`src/rtl/trap_sequencer.sv`:
```
// Trap/MRET sequencer: captures the oldest exception or MRET, flushes one cycle, then holds a redirect.
// Optional mtval CSR is built only when TRAP_SEQUENCER_MTVAL_EN is defined.
`ifndef XLEN_64b
`define XLEN_64b 2'b10
`endif

module trap_sequencer #(
  parameter logic [1:0] XLEN = `XLEN_64b,
  localparam int W = 1 << (XLEN + 4)
) (
  input  logic         i_clk,
  input  logic         i_rst_n,
  input  logic         i_exc_valid_f,
  input  logic [3:0]   i_exc_code_f,
  input  logic [W-1:0] i_pc_f,
  input  logic         i_exc_valid_e,
  input  logic [3:0]   i_exc_code_e,
  input  logic [W-1:0] i_pc_e,
  input  logic [W-1:0] i_addr_e,
  input  logic         i_mret_e,
  input  logic [W-1:0] i_mtvec,
  input  logic         i_redirect_ready,
  output logic         o_flush,
  output logic         o_stall,
  output logic         o_redirect_valid,
  output logic [W-1:0] o_redirect_pc,
  output logic [1:0]   o_current_privilege,
  output logic [W-1:0] o_mepc,
  output logic [W-1:0] o_mcause,
  output logic [W-1:0] o_mtval,
  output logic [1:0]   o_dbg_state
);

  // Redirect handshake: o_redirect_valid and o_redirect_pc stay constant until the
  // cycle with i_redirect_ready=1; the transfer completes on that rising edge.
  typedef enum logic [1:0] {
    S_IDLE     = 2'd0,
    S_FLUSH    = 2'd1,
    S_REDIRECT = 2'd2
  } state_e;

  state_e       state_q, state_d;
  logic [1:0]   priv_q, priv_d;
  logic [1:0]   mpp_q, mpp_d;
  logic [W-1:0] mepc_q, mepc_d;
  logic [W-1:0] mcause_q, mcause_d;
  logic [W-1:0] target_q, target_d;
  logic         take_trap;
  logic [3:0]   trap_code;
  logic [W-1:0] trap_pc;
`ifdef TRAP_SEQUENCER_MTVAL_EN
  logic [W-1:0] mtval_q, mtval_d;
`endif

  always_ff @(posedge i_clk or negedge i_rst_n) begin
    if (!i_rst_n) begin
      state_q  <= S_IDLE;
      priv_q   <= 2'b11;
      mpp_q    <= 2'b00;
      mepc_q   <= '0;
      mcause_q <= '0;
      target_q <= '0;
`ifdef TRAP_SEQUENCER_MTVAL_EN
      mtval_q  <= '0;
`endif
    end else begin
      state_q  <= state_d;
      priv_q   <= priv_d;
      mpp_q    <= mpp_d;
      mepc_q   <= mepc_d;
      mcause_q <= mcause_d;
      target_q <= target_d;
`ifdef TRAP_SEQUENCER_MTVAL_EN
      mtval_q  <= mtval_d;
`endif
    end
  end

  always_comb begin
    state_d          = state_q;
    priv_d           = priv_q;
    mpp_d            = mpp_q;
    mepc_d           = mepc_q;
    mcause_d         = mcause_q;
    target_d         = target_q;
`ifdef TRAP_SEQUENCER_MTVAL_EN
    mtval_d          = mtval_q;
`endif
    take_trap        = 1'b0;
    trap_code        = 4'd0;
    trap_pc          = '0;
    o_flush          = 1'b0;
    o_stall          = 1'b0;
    o_redirect_valid = 1'b0;

    case (state_q)
      S_IDLE: begin
        // E is older than F, so it wins; MRET outside M-mode becomes an illegal-instruction trap.
        if (i_exc_valid_e) begin
          take_trap = 1'b1;
          trap_code = i_exc_code_e;
          trap_pc   = i_pc_e;
        end else if (i_mret_e) begin
          if (priv_q == 2'b11) begin
            priv_d   = mpp_q;
            mpp_d    = 2'b00;
            target_d = {mepc_q[W-1:2], 2'b00};
            state_d  = S_FLUSH;
          end else begin
            take_trap = 1'b1;
            trap_code = 4'd2;
            trap_pc   = i_pc_e;
          end
        end else if (i_exc_valid_f) begin
          take_trap = 1'b1;
          trap_code = i_exc_code_f;
          trap_pc   = i_pc_f;
        end

        if (take_trap) begin
          mcause_d = {{(W-4){1'b0}}, trap_code};
          mepc_d   = trap_pc;
          mpp_d    = priv_q;
          priv_d   = 2'b11;
          target_d = {i_mtvec[W-1:2], 2'b00};
          state_d  = S_FLUSH;
`ifdef TRAP_SEQUENCER_MTVAL_EN
          case (trap_code)
            4'd0, 4'd1:             mtval_d = trap_pc;
            4'd4, 4'd5, 4'd6, 4'd7: mtval_d = i_addr_e;
            default:                mtval_d = '0;
          endcase
`endif
        end
      end
      S_FLUSH: begin
        o_flush = 1'b1;
        o_stall = 1'b1;
        state_d = S_REDIRECT;
      end
      S_REDIRECT: begin
        o_stall          = 1'b1;
        o_redirect_valid = 1'b1;
        if (i_redirect_ready) state_d = S_IDLE;
      end
      default: state_d = S_IDLE;
    endcase
  end

  assign o_redirect_pc       = o_redirect_valid ? target_q : '0;
  assign o_current_privilege = priv_q;
  assign o_mepc              = mepc_q;
  assign o_mcause            = mcause_q;
  assign o_dbg_state         = state_q;

`ifdef TRAP_SEQUENCER_MTVAL_EN
  assign o_mtval = mtval_q;
  logic unused_bits;
  assign unused_bits = ^i_mtvec[1:0];
`else
  assign o_mtval = '0;
  logic unused_bits;
  assign unused_bits = ^{i_mtvec[1:0], i_addr_e};
`endif

endmodule

```
`config.mk`:
```
export PLATFORM = sky130hd
export DESIGN_NAME = trap_sequencer
export DESIGN_NICKNAME = d
export VERILOG_FILES = /design/src/rtl/trap_sequencer.sv
export SDC_FILE = /design/constraint.sdc
export NUM_CORES = 1
export LEC_CHECK = 0
export BUFFER_PORTS_ARGS = -buffer_cell sky130_fd_sc_hd__buf_2
export CORE_AREA = 2 2 205 207
export DETAILED_ROUTE_END_ITERATION = 10
export DIE_AREA = 0 0 207 209
export HOLD_SLACK_MARGIN = 0.15
export PLACE_DENSITY = 0.49
export RECOVER_POWER = 50
export REMOVE_ABC_BUFFERS = 1
export SETUP_SLACK_MARGIN = 0.2
export SYNTH_ARGS = -nofsm -noshare
export SYNTH_HDL_FRONTEND = slang
export SYNTH_SLANG_ARGS = --single-unit
```
`constraint.sdc`:
```
create_clock -name i_clk -period 2.35 [get_ports i_clk]
set_input_delay 0.47 -clock i_clk [delete_from_list [all_inputs] [get_ports i_clk]]
set_output_delay 0.47 -clock i_clk [all_outputs]
set_load 0.05 [all_outputs]
```
======== Word level (Yosys, flattened, before mapping) ========
Index checks and enable logic that the tools add are counted.
cells by class
  equality and inequality tests ........... 8
  mux-type cells .......................... 35
  reductions and logical operators ........ 7
operator list
  operator                                                                 number
  64-bit two-way mux                                                       9
  2-bit two-way mux                                                        14
  4-bit two-way mux                                                        3
  3-bit by 2-bit inequality test with 1-bit output, second input constant  3
  1-bit two-way mux                                                        8
  4-bit AND reduction                                                      2
  2-bit case mux with 3 select lines                                       1
  2-bit equality test, second input constant                               2
  2-bit nonzero test                                                       2
  2-bit by 1-bit equality test with 1-bit output, second input constant    1
  2-bit zero test                                                          1
  2-bit by 1-bit inequality test with 1-bit output, second input constant  1
  2-bit inequality test, second input constant                             1
  2-bit AND reduction                                                      1
  2-bit OR reduction                                                       1
word-level totals
  bits in registers ....................... 138

======== Longest topological paths before layout ========
  depth after elaboration ................. 7
  gate-level depth with buffers ........... 8

======== Least setup slack after synthesis ========
No wires, ideal clock.
  path type ............................... reg2out
  start ................................... reg state_q[0], in the netlist o_dbg_state[0]
  end ..................................... out o_redirect_pc[10]
  arrival ................................. 2.035 ns
  required time ........................... 1.880 ns
  slack ................................... -0.155 ns
  cell stages (with the launch flop) ...... 5
  buffers on the path ..................... 1
  cell sequence ........................... dfrtp_1 > inv_1 > ha_1 > clkbuf_1 > and2_1
on the way
  cells in the longest elaborated chain, start to end .. 3
ends and longest elaborated chain
  item                      RTL line  source
  start: declaration        42        state_e state_q, state_d;
  start signal: assignment  67        state_q <= state_d;
  2-bit equality test       96        case (state_q)
  1-bit two-way mux         96
  net o_redirect_valid      25        output logic o_redirect_valid,
  64-bit two-way mux        150       assign o_redirect_pc = o_redirect_valid ? target_q : '0;
  end: declaration          26        output logic [W-1:0] o_redirect_pc,
The timed path passes the listed nets, and every way through them passes these cells.

======== Worst setup path after layout ========
  start ................................... reg state_q[0], in the netlist o_dbg_state[0]
  end ..................................... out o_redirect_pc[30]
on the way
  cells in the longest elaborated chain, start to end .. 3
ends and longest elaborated chain
  item                 RTL line
  2-bit equality test  96
  1-bit two-way mux    96
  64-bit two-way mux   150
Every way passes these cells.

==> results.cfg <==
[sta]
hold_viol_final = 0
setup_viol = 0
maxSlewViolCount = 0
rsz0062_at_grt = true
setup-tns-final_ns = 0
tightest_slew_ns = 1.05
fin_crit_sh_pct = 91.5
skew_ns = 0.0120
relSlewSlack_pct = 30.3
setup_ws_ns = 0.200
timing.final.crit_period_ns = 2.15
max_clock_freq_mhz = 465

[detailed_routing]
num_vias = 8191
postRouteAntennaNets = 0
remaining_drc_errors = 0
routed_wl_um = 31900
avgViaCountPerCell = 4.52
drt_iter0_markers = 612
wl_per_cell_um = 17.6
dr.pass1.iters = 5

[global_routing]
grt_usage_pct = 14.1
use_met1_pct = 18.6
grt_pass1_wl_um = 47700
use_met2_pct = 22.8
met3_usage_pct = 3.26
grt_pass1_vias = 7975
grt_max_degree = 132
grt-ovfl-total = 0
antenna_found_initial = 0
top_usage_layer = met2

[worst_hold_path]
hold_start = i_pc_f[23]
min_path_type = in2reg
min_to = o_mepc[23]$_DFFE_PN0P_
worstHoldPathCells = 3

[synthesis]
synth_top_area_share_pct = 41.6
ys_ff_latch = 136
ys_types = 31
synth.avg_cell_area_sq_um = 8.33
synth.area.top_cells = dfrtp_1 42%, a31oi_1 15%, buf_4 12%, o21ai_0 7.8%, and2_1 4.8%
post-synth-top-area-cell = dfrtp_1
seq_area_frac_synth_pct = 42.2
yosysWarnings = 0
syn_area_sq_um = 8070
netlist_instances = 969

[cts]
htreeDepth = 4
cts_buffers = 17
cts_root_buf = clkbuf_16
cts.clk_slew.worst_paths_ns = 0.07
cts_tree = yes
cts.sinks = 136
clock_latency_ns = 0.44
clockBufferDepth = 2

[place]
pre_cts_slack_ns = 0.400
post-dp-hpwl_um = 20100
numPortBuffers = 340
place_inst = 1769
gp_congestion = 0.789
place_area_sq_um = 9980

[final_layout]
drive_above_1_share_pct = 29.4
finalNonFillerCells = 1811
final_area_sq_um = 11100
area_growth_pct = 37.0
seqCellArea_sq_um = 3410
diodes = 0
multi_input_area_sq_um = 3850
nNetsFinal = 1533
n_fill_cell = 4566

[power]
ir_drop_v = 0.000735
combPwrFrac_pct = 58.9
p_switching_uw = 9420
clkPwrFrac_pct = 16.0
internal_power_uw = 8160
p_per_area_nw_per_um2 = 1590
total_power_uw = 17600
power.share.switching_pct = 53.6
p_seq_share_pct = 25.1
p_leak_uw = 0.00482

[die]
core_area_sq_um = 41300
pin_count = 533
die-area_sq_um = 43300
initial_core_util_pct = 19.5
num_rows = 75
die_h_um = 209
die_w_um = 207

[status]
run_status = finished, final reports clean

[setup_path]
reg2reg_depth = 5
setup.worst_path.end_class = primary output
critical_path_arrival_ns = 1.68
worstSetupPathType = reg2out
critPathLaunch = o_dbg_state[0]$_DFFE_PN0P_
r2r-end = o_mepc[19]$_DFFE_PN0P_
required_ns = 1.88
critPathLaunchType = flip-flop
path_max_fanout = 5
r2r_slack_ns = 0.44
r2r-start = o_dbg_state[1]$_DFFE_PN0P_

[job]
maxCapViolations = 0
## per-layer routing
metal | routed length (um) | part of all wire [%]
met1 | 13800 | 43
met2 | 15400 | 48
met3 | 1940 | 6.1
met4 | 670 | 2.1
met5 | 0 | 0
## worst max path at each step
| stage | end | slack, ns | depth (start not counted) |
|---|---|---|---|
| floorplan | mpp_q[0]$_DFFE_PN0P_ | -3.39 | 3 |
| global placement | o_redirect_pc[14] | 0.41 | 5 |
| detailed placement | o_redirect_pc[19] | 0.40 | 5 |
| CTS | o_redirect_pc[61] | 0.12 | 6 |
| global route | o_redirect_pc[8] | 0.12 | 5 |
| finish | o_redirect_pc[30] | 0.20 | 6 |
## what timing repair did
action / 4_1_cts / 5_1_grt
setup endpoints to repair: 63 / 62
gates cloned: 1 / 3
setup buffers: 3 / 2
resized for setup: 108 / 40
hold buffers: 1 / 0
endpoints found under the hold margin: 134 / 0
## metrics by stage
| stage | util [%] | hold slack [ns] |
|---|---|---|
| 2_1_floorplan | - | 0.174 |
| 3_3_place_gp | 24.2 | 0.267 |
| 3_5_place_dp | 24.2 | 0.265 |
| 4_1_cts | 26.6 | 0.243 |
| 5_1_grt | 26.8 | 0.254 |
| 6_report | 26.8 | 0.284 |
## placed cells by master (no fill, tap or decap), drive strengths merged, types with 2 or more instances in the layout
master      n
a21oi       4
a22o        2
a22oi       3
a31oi     195
and2       62
buf       303
bufinv      2
clkbuf     86
clkinv      2
clkinvlp    5
conb      126
dfrtp     134
dfstp       2
ha          4
inv         8
mux2        2
mux2i       3
nand2      68
nand3      63
nor2       62
o21ai     126
## state kept, by name, summed over array words and instances, names as in the netlist
name / flops
o_mcause: 4
mpp_q: 2
o_mepc: 64
o_dbg_state: 2
target_q: 62
o_current_privilege: 2
## layout make-up
class,instances,share of cell area (%)
flip-flops and latches,136,30.8
multi-input cells,729,34.8
clock buffers,17,3.85
inverters,2,0.0679
repair buffers,373,22.8
clock inverters,15,1.52
well taps,539,6.10
## power by group through the flow
stage / Clock (uW) / Combinational [uW] / Sequential, uW
floorplan: 0 / 4710 / 6420
global placement: 0 / 9720 / 4390
detailed placement: 0 / 9740 / 4420
CTS: 2930 / 10300 / 4380
global route: 3020 / 11000 / 4570
finish: 2820 / 10400 / 4410
## cell usage after synthesis
cell type	number
a31oi_1	195
dfrtp_1	134
buf_4	126
o21ai_0	126
nand2_1	68
nand3_1	63
and2_1	62
nor2_1	62
clkbuf_1	61
buf_2	17
buf_1	14
clkbuf_2	6
a21oi_1	4
ha_1	4
a22oi_1	3
buf_6	3
mux2i_1	3
a22o_1	2
dfstp_2	2
inv_1	2
mux2_2	2
a21boi_1	1
and3_1	1
and4b_1	1
conb_1	1
nand4b_1	1
nor2b_1	1
nor3_1	1
nor3b_2	1
o31a_1	1
or3_1	1
## worst max-delay path: stages, from the launching register on
cell     delay [ns]
dfrtp_1        0.39
inv_2          0.08
ha_4           0.19
buf_12         0.14
buf_6          0.15
and2_4         0.15
buf_8          0.14
## cells by family after synthesis
| group | count (synthesis) | synth area share [%] |
|---|---|---|
| AOI/OAI and AO/OA | 332 | 23.9 |
| and+or+nand+nor | 262 | 15.4 |
| buffers and inverters | 229 | 17.1 |
| DFF | 136 | 42.2 |
| muxes | 5 | 0.651 |
| adders and majority gates | 4 | 0.620 |
| other | 1 | 0.0465 |
Note: power is estimated with default switching activity, not from simulation.
